[src/rtl/mac_pe_vec.sv]
// mac_pe_vec: signed fixed-point multiply-accumulate PE with a local operand RAM.
// A run streams `len` A-operands against peram[0..len-1] through a 3-stage
// pipeline (operand register, multiply, accumulate) and emits one result strobe.
//
// Ports:
//   aclk, areset          clock, synchronous active-high reset
//   din, addr, we         peram write port (honoured only while idle)
//   start, len, accum     run request; accum=1 continues from the last result
//   ain, ain_valid        streamed A-operand with valid
//   ain_ready             PE accepts a beat this cycle
//   busy                  run in progress
//   dvalid, dout          one-cycle result strobe and held result
//   ovf                   sticky signed overflow for the current run
module mac_pe_vec #(
    parameter int unsigned L_RAM_SIZE = 6,
    parameter int unsigned DATA_W     = 16,
    parameter int unsigned ACC_W      = 40
) (
    input  logic                  aclk,
    input  logic                  areset,
    input  logic [DATA_W-1:0]     din,
    input  logic [L_RAM_SIZE-1:0] addr,
    input  logic                  we,
    input  logic                  start,
    input  logic [L_RAM_SIZE:0]   len,
    input  logic                  accum,
    input  logic [DATA_W-1:0]     ain,
    input  logic                  ain_valid,
    output logic                  ain_ready,
    output logic                  busy,
    output logic                  dvalid,
    output logic [ACC_W-1:0]      dout,
    output logic                  ovf
);

    localparam int unsigned DEPTH  = 1 << L_RAM_SIZE;
    localparam int unsigned LEN_W  = L_RAM_SIZE + 1;
    localparam int unsigned PROD_W = 2 * DATA_W;
    localparam logic [LEN_W-1:0] MAX_LEN = LEN_W'(DEPTH);

    localparam logic [1:0] S_IDLE  = 2'd0;
    localparam logic [1:0] S_RUN   = 2'd1;
    localparam logic [1:0] S_DRAIN = 2'd2;

    logic [DATA_W-1:0] peram_q [DEPTH];

    logic [1:0]               state_q, state_d;
    logic [LEN_W-1:0]         len_q, len_d;
    logic [LEN_W-1:0]         cnt_q, cnt_d;
    logic [DATA_W-1:0]        a_s1_q, a_s1_d;
    logic [DATA_W-1:0]        b_s1_q, b_s1_d;
    logic                     v1_q, v1_d;
    logic signed [PROD_W-1:0] prod_q, prod_d;
    logic                     v2_q, v2_d;
    logic [ACC_W-1:0]         acc_q, acc_d;
    logic                     ovf_q, ovf_d;
    logic [ACC_W-1:0]         dout_q, dout_d;
    logic                     dvalid_q, dvalid_d;
    logic                     busy_q, busy_d;
    logic                     ain_ready_q, ain_ready_d;

    logic                     accept_c;
    logic                     len_ok_c;
    logic                     ram_we_c;
    logic [LEN_W-1:0]         cnt_inc_c;
    logic [ACC_W-1:0]         prod_ext_c;
    logic [ACC_W-1:0]         sum_c;
    logic                     ovf_hit_c;

    // Handshake, run-request qualification and accumulator datapath helpers
    always_comb begin
        accept_c   = ain_valid && ain_ready_q;
        len_ok_c   = (len != '0) && (len <= MAX_LEN);
        ram_we_c   = we && (state_q == S_IDLE) && !areset;
        cnt_inc_c  = cnt_q + LEN_W'(1);
        prod_ext_c = ACC_W'(prod_q);
        sum_c      = acc_q + prod_ext_c;
        // Equal operand signs with a differing result sign is signed overflow
        ovf_hit_c  = (acc_q[ACC_W-1] == prod_ext_c[ACC_W-1]) &&
                     (sum_c[ACC_W-1] != acc_q[ACC_W-1]);
    end

    // Next-state, pipeline and output logic
    always_comb begin
        state_d  = state_q;
        len_d    = len_q;
        cnt_d    = cnt_q;
        acc_d    = acc_q;
        ovf_d    = ovf_q;
        dout_d   = dout_q;
        dvalid_d = 1'b0;

        // Pipeline advances every cycle; only issue into stage 1 is gated
        v1_d   = accept_c;
        a_s1_d = accept_c ? ain : a_s1_q;
        b_s1_d = accept_c ? peram_q[cnt_q[L_RAM_SIZE-1:0]] : b_s1_q;
        v2_d   = v1_q;
        prod_d = PROD_W'($signed(a_s1_q)) * PROD_W'($signed(b_s1_q));

        if (v2_q) begin
            acc_d = sum_c;
            if (ovf_hit_c) begin
                ovf_d = 1'b1;
            end
        end

        case (state_q)
            S_IDLE: begin
                if (start && len_ok_c) begin
                    len_d   = len;
                    cnt_d   = '0;
                    acc_d   = accum ? acc_q : '0;
                    ovf_d   = 1'b0;
                    state_d = S_RUN;
                end
            end
            S_RUN: begin
                if (accept_c) begin
                    cnt_d = cnt_inc_c;
                    if (cnt_inc_c == len_q) begin
                        state_d = S_DRAIN;
                    end
                end
            end
            S_DRAIN: begin
                // Last product has been accumulated once both stages are empty
                if (!v1_q && !v2_q) begin
                    dvalid_d = 1'b1;
                    dout_d   = acc_q;
                    state_d  = S_IDLE;
                end
            end
            default: begin
                state_d = S_IDLE;
            end
        endcase

        busy_d      = (state_d != S_IDLE);
        ain_ready_d = (state_d == S_RUN);
    end

    // State and pipeline registers
    always_ff @(posedge aclk) begin
        if (areset) begin
            state_q     <= S_IDLE;
            len_q       <= '0;
            cnt_q       <= '0;
            a_s1_q      <= '0;
            b_s1_q      <= '0;
            v1_q        <= 1'b0;
            prod_q      <= '0;
            v2_q        <= 1'b0;
            acc_q       <= '0;
            ovf_q       <= 1'b0;
            dout_q      <= '0;
            dvalid_q    <= 1'b0;
            busy_q      <= 1'b0;
            ain_ready_q <= 1'b0;
        end else begin
            state_q     <= state_d;
            len_q       <= len_d;
            cnt_q       <= cnt_d;
            a_s1_q      <= a_s1_d;
            b_s1_q      <= b_s1_d;
            v1_q        <= v1_d;
            prod_q      <= prod_d;
            v2_q        <= v2_d;
            acc_q       <= acc_d;
            ovf_q       <= ovf_d;
            dout_q      <= dout_d;
            dvalid_q    <= dvalid_d;
            busy_q      <= busy_d;
            ain_ready_q <= ain_ready_d;
        end
    end

    // Operand RAM; contents survive reset
    always_ff @(posedge aclk) begin
        if (ram_we_c) begin
            peram_q[addr] <= din;
        end
    end

    assign ain_ready = ain_ready_q;
    assign busy      = busy_q;
    assign dvalid    = dvalid_q;
    assign dout      = dout_q;
    assign ovf       = ovf_q;

endmodule

[config.mk]
export PLATFORM = sky130hd
export DESIGN_NAME = mac_pe_vec
export DESIGN_NICKNAME = d
export VERILOG_FILES = /design/src/rtl/mac_pe_vec.sv
export SDC_FILE = /design/constraint.sdc
export NUM_CORES = 2
export LEC_CHECK = 0
export BUFFER_PORTS_ARGS = -buffer_cell sky130_fd_sc_hd__buf_4
export CAP_MARGIN = 20
export CORE_ASPECT_RATIO = 1.25
export CORE_UTILIZATION = 56
export CTS_CLUSTER_SIZE = 12
export DETAILED_ROUTE_END_ITERATION = 16
export PLACE_DENSITY_LB_ADDON = 0.12
export SETUP_SLACK_MARGIN = 0.3
export SLEW_MARGIN = 5
export SYNTH_ARGS = -nofsm -noshare
export SYNTH_HDL_FRONTEND = slang
export SYNTH_SLANG_ARGS = --single-unit
[constraint.sdc]
create_clock -name aclk -period 7.8 [get_ports aclk]
set_input_delay 0.39 -clock aclk [delete_from_list [all_inputs] [get_ports aclk]]
set_output_delay 0.39 -clock aclk [all_outputs]
set_load 0.05 [all_outputs]
* Yosys cells after proc, flatten, opt, wreduce, memory -nomap -nowiden *
Memories as Yosys holds them, arrays and structs flattened. A register that Yosys moved wholly into a read port is not among the register bits.
Cells that the tools add are included.

word-level totals
  register bits after elaboration = 150
  bits in writable memories = 1,024
  input bits = 51
  output and inout bits = 44
  word-level logic and storage cells = 65
  memories = 1

operators by class
  $add $sub $neg = 2
  $mul = 1
  $lt $le $gt $ge = 1
  equal/unequal tests = 9
  multiplexer cells = 19
  bitwise operators = 1
  reduce and logical (&&, ||, !) cells = 18

memories
  memory   depth  bits a word  read ports  clocked after memory_dff  wr ports  line  RTL
  peram_q  64     16           1           1                         1         45    logic [DATA_W-1:0] peram_q [DEPTH];

operator list
  cell                                                 count
  two-way mux 40 bit                                   4
  adder 40 bit                                         1
  multiplier 16 x 16 -> 32 bit                         1
  two-way mux 7 bit                                    2
  case mux 7 bit (2 select lines)                      1
  two-way mux 2 bit                                    4
  adder 7 x 1 -> 7 bit, second input constant          1
  equality test 7 bit                                  1
  <= comparator 7 bit, second input constant           1
  logical AND 1 bit                                    7
  two-way mux 1 bit                                    7
  nonzero test 7 bit                                   1
  case mux 2 bit (3 select lines)                      1
  equality test 2 x 1 -> 1 bit, second input constant  2
  AND reduction 2 bit                                  2
  nonzero test 2 bit                                   2
  zero test 1 bit                                      3
  != test 3 bit, second input constant                 1
  AND reduction 3 bit                                  1
  equality test 2 bit, second input constant           1
  zero test 2 bit                                      1
  != test 2 x 1 -> 1 bit, second input constant        1
  != test 2 bit, second input constant                 1
  OR reduction 2 bit                                   1
  other kinds (3)                                      3

* Longest topological paths before layout *
  depth in word-level cells = 7
  gate-level depth with buffers = 26
  mapped depth without buffers = 25

* Worst setup path after synthesis *
Ideal clock, no wire load.

  kind = flip-flop to flip-flop
  start = register b_s1_q[7], read port of peram_q
  end = register prod_q[30]
  setup time = 123 ps
  arrival = 6,117 ps
  required time = 7,677 ps
  slack = 1,560 ps
  cell stages (with the launch flop) = 27
  path buffers = 2
  clock period less this slack = 6,240 ps
  cells stage by stage = dfxtp_1 clkbuf_1 clkbuf_1 nand2_1 fa_1 inv_1 fa_1 inv_1 fa_1 inv_1 fa_1 fa_1 inv_1 fa_1 inv_1 ha_1 a21o_1 a21o_1 a21oi_1 o21ai_0 a31oi_2 o21ai_1 a221o_1 nand4_1 nand4_1 o311ai_1 mux2_1

between the ends
  word-level cells in the longest chain between the ends = 1

ends and longest elaborated chain
  element                       line  RTL
  start, declared               51    logic [DATA_W-1:0] b_s1_q, b_s1_d;
  multiplier 16 x 16 -> 32 bit  98    prod_d = PROD_W'($signed(a_s1_q)) * PROD_W'($signed(b_s1_q));
  end signal, assigned          166   prod_q <= prod_d;
  end, declared                 53    logic signed [PROD_W-1:0] prod_q, prod_d;

Every way passes these cells.
A chain may end at the register's enable or synchronous reset.

* Final worst setup path *
  start = register a_s1_q[0]
  end = register prod_q[30]

between the ends
  word-level cells in the longest chain between the ends = 1

ends and longest elaborated chain
  element                       line  RTL
  start, declared               50    logic [DATA_W-1:0] a_s1_q, a_s1_d;
  start signal, assigned        163   a_s1_q <= a_s1_d;
  multiplier 16 x 16 -> 32 bit  98

Every way passes these cells.

==> results.toml <==
[outcome]
outcome = "completed"

[detailed_routing]
drc_errors = 0
vias_per_cell = 5.97
firstDrtPassIters = 5
drt-total-wl_mm = 130
final_antenna_net_count = 0
num_vias = 29900
dr.first_iter.drc_count = 2335
wl_per_cell_um = 26.0

[floorplanning]
rows = 129
coreArea_mm2 = 0.0993
die_area_mm2 = 0.102
start_util = 0.567
io_pins = 95
die_h_um = 356
die_w_um = 286

[yosys]
synth-seq-cells = 1190
synth_edf_count = 1024
synth_top_family_by_area = "multiplexers"
yosysSeqAreaShare = 0.606
netlist_area_mm2 = 0.0563
syn-num-nets = 3912
ys.flop_type = "edfxtp_1"
synth-simple-area-share = 0.0574
synth_cell_types = 76
avgSynthCellArea_um2 = 16.2
synth_compound_area_frac = 0.0358
synth_mux_area_frac = 0.136
syn_inst = 3476
synth_async_sr_flop_share = 0
synthAdderAreaFrac = 0.121
synth_xor_area_frac = 0.0129
ys_warn_count = 0

[setup_path]
startpoint_type = "register"
worstPathMaxFanout = 17
critPathRequiredTime_ns = 8.37
rrSetupSlack_ns = 0.97
ff2ff_path_depth = 22
rr_endpoint = "prod_q[30]$_SDFF_PP0_"
r2r-start = "a_s1_q[0]$_SDFFE_PP0P_"
crit_arrival_ns = 7.41
critical_path_class = "register to register"
end_kind = "register"

[global_routing]
grt_max_degree = 134
grt_util_all_layers = 0.264
grt_pass1_vias = 32100
grt_pass1_wl_mm = 198
grt_overflow = 0
antenna_found_initial = 1

[worst_hold_path]
min_from = "ain[5]"
holdCritPathClass = "primary input to register"
whs_path_depth = 3
min_to = "a_s1_q[5]$_SDFFE_PP0P_"

[timing]
worstMarginPinSlew_ns = 1.03
finalSetupViolations = 0
fin_crit_ns = 6.83
slew_violations = 0
relSlewSlack = 0.312
max_freq_mhz = 146
finalClockSkew_ns = 0.0692
fin_setup_tns_ns = 0
timing.final.crit_share = 0.876
final_hold_viol_count = 0
rsz0062_at_grt = "false"

[pwr]
power_density_mw_per_mm2 = 201
switching_power_uw = 2610
combPwrFrac = 0.028
total_power_uw = 12500
internal-power_uw = 9920
seqPwrFrac = 0.555
peakVddDrop_mv = 0.201
pwr-share-clk = 0.417
leakagePower_uw = 0.0224
switching_share = 0.208

[clock_tree]
cts-root-buf = "clkbuf_16"
clk_path_buf_depth = 3
numCtsBuffers = 117
cts_tree = "done"
cts_max_level = 3
cts_hold_buf = 18
clkSinkCount = 1190
postCtsSetupBuffers = 0
post_cts_resize_count = 0
clk_pin_slew_ns = 0.07
clk_latency_ns = 0.74

[layout]
drive_gt1_frac = 0.189
area_delta_synth_final_pct = 11.0
final_common_cell = "edfxtp_1"
nNetsFinal = 4074
final_cell_mix = "edfxtp_1 (1,024), mux4_2 (336), nand2_1 (312), inv_1 (294), fa_1 (263)"
fin_util = 0.629
fillers = 7172

[placement]
routabilityCongestion = 0.904
port-buffer-count = 94
dp_hpwl_mm = 87.7

[job]
maxCapViolCount = 0
## area by class of cell
class | count | area, um^2 | area share
Clock buffer | 144 | 3050 | 0.0488
Inverter | 294 | 1100 | 0.0177
Antenna cell | 3 | 7.51 | 0.000120
Timing Repair Buffer | 210 | 1710 | 0.0274
Tap cell | 1310 | 1640 | 0.0262
Clock inverter | 34 | 412 | 0.00659
Sequential cell | 1190 | 34100 | 0.546
Multi-Input combinational cell | 1825 | 20400 | 0.327
## worst max-delay path: stages, from the launching register on
cell and delay [ns]:
dfxtp_1 0.85, nand2b_1 0.21, fa_1 0.49, fa_1 0.52
inv_1 0.05, fa_1 0.49, fa_1 0.43, fa_1 0.49
inv_1 0.04, fa_1 0.58, inv_1 0.07, ha_1 0.36
a21o_1 0.20, a21o_1 0.17, a21oi_1 0.13, o21ai_0 0.13
a31oi_2 0.23, o21ai_1 0.15, a221o_1 0.38, nand4_1 0.13
nand4_1 0.10, o311ai_1 0.10, mux2_1 0.37
## layer usage
layer / GRT usage / part of all wire / vias to the layer above
met1: 0.325 / 0.38 / 15700
met5: 0 / 0.00013 / -
met4: 0.101 / 0.039 / 2
li1: - / - / 13100
met2: 0.480 / 0.54 / 874
met3: 0.0288 / 0.045 / 213
## Yosys cell counts (55+ instances only)
| master | number | share of area |
|---|---|---|
| edfxtp_1 | 1024 | 0.55 |
| mux4_2 | 336 | 0.13 |
| nand2_1 | 312 | 0.021 |
| inv_1 | 294 | 0.020 |
| fa_1 | 263 | 0.094 |
| dfxtp_1 | 166 | 0.059 |
| nor2_1 | 164 | 0.011 |
| a21oi_1 | 135 | 0.012 |
| clkbuf_1 | 131 | 0.0087 |
| ha_1 | 122 | 0.027 |
| and2_1 | 121 | 0.013 |
| xnor2_1 | 55 | 0.0086 |
## state kept, by name, indices dropped and copies added (netlist names)
register / cells
cnt_q: 7
busy: 1
acc_q: 40
prod_q: 32
ain_ready: 1
b_s1_q: 16
v1_q: 1
a_s1_q: 16
v2_q: 1
len_q: 7
dvalid: 1
ovf: 1
peram_q: 1024
dout: 40
state_q: 2
## power by group through the flow
stage	logic (uW)	registers, uW	clock network [uW]
2_1_floorplan	168	7070	0
3_3_place_gp	327	7090	0
3_5_place_dp	343	7090	0
4_1_cts	351	6960	5320
5_1_grt	379	6960	5550
6_report	346	6960	5220
## logic make-up (layout without fill, tap and decap cells)
logic type	count (synthesis)	count (layout)
flip-flops	1190	1190
AND/OR/NAND/NOR	704	704
buffers and inverters	461	682
adder cells (fa/ha/maj)	385	385
multiplexers	346	346
AO/OA/AOI/OAI	307	307
XOR/XNOR	83	83
other	0	3
## worst max-delay path by stage
stage,startpoint,endpoint,slack (ns),cells after the start
finish,a_s1_q[0]$_SDFFE_PP0P_,prod_q[30]$_SDFF_PP0_,0.97,22
global route,a_s1_q[0]$_SDFFE_PP0P_,prod_q[30]$_SDFF_PP0_,0.65,22
CTS,a_s1_q[0]$_SDFFE_PP0P_,prod_q[30]$_SDFF_PP0_,0.94,22
detailed placement,a_s1_q[0]$_SDFFE_PP0P_,prod_q[30]$_SDFF_PP0_,1.00,22
global placement,a_s1_q[0]$_SDFFE_PP0P_,prod_q[30]$_SDFF_PP0_,1.01,22
floorplan,b_s1_q[7]$_SDFFE_PP0P_,prod_q[30]$_SDFF_PP0_,1.56,26
## per-stage QoR
step | hold WS [ns] | area [um^2] | setup slack (ns) | instances
3_3_place_gp | 0.447 | 58700 | 1.01 | 4809
4_1_cts | 0.0124 | 62400 | 0.941 | 5006
5_1_grt | 0.0574 | 62400 | 0.646 | 5007
6_report | 0.0528 | 62400 | 0.968 | 5010
3_5_place_dp | 0.447 | 58800 | 1.00 | 4810
2_1_floorplan | 0.448 | 56300 | 1.56 | 3476
No activity file was read; power rests on OpenSTA's default activity.
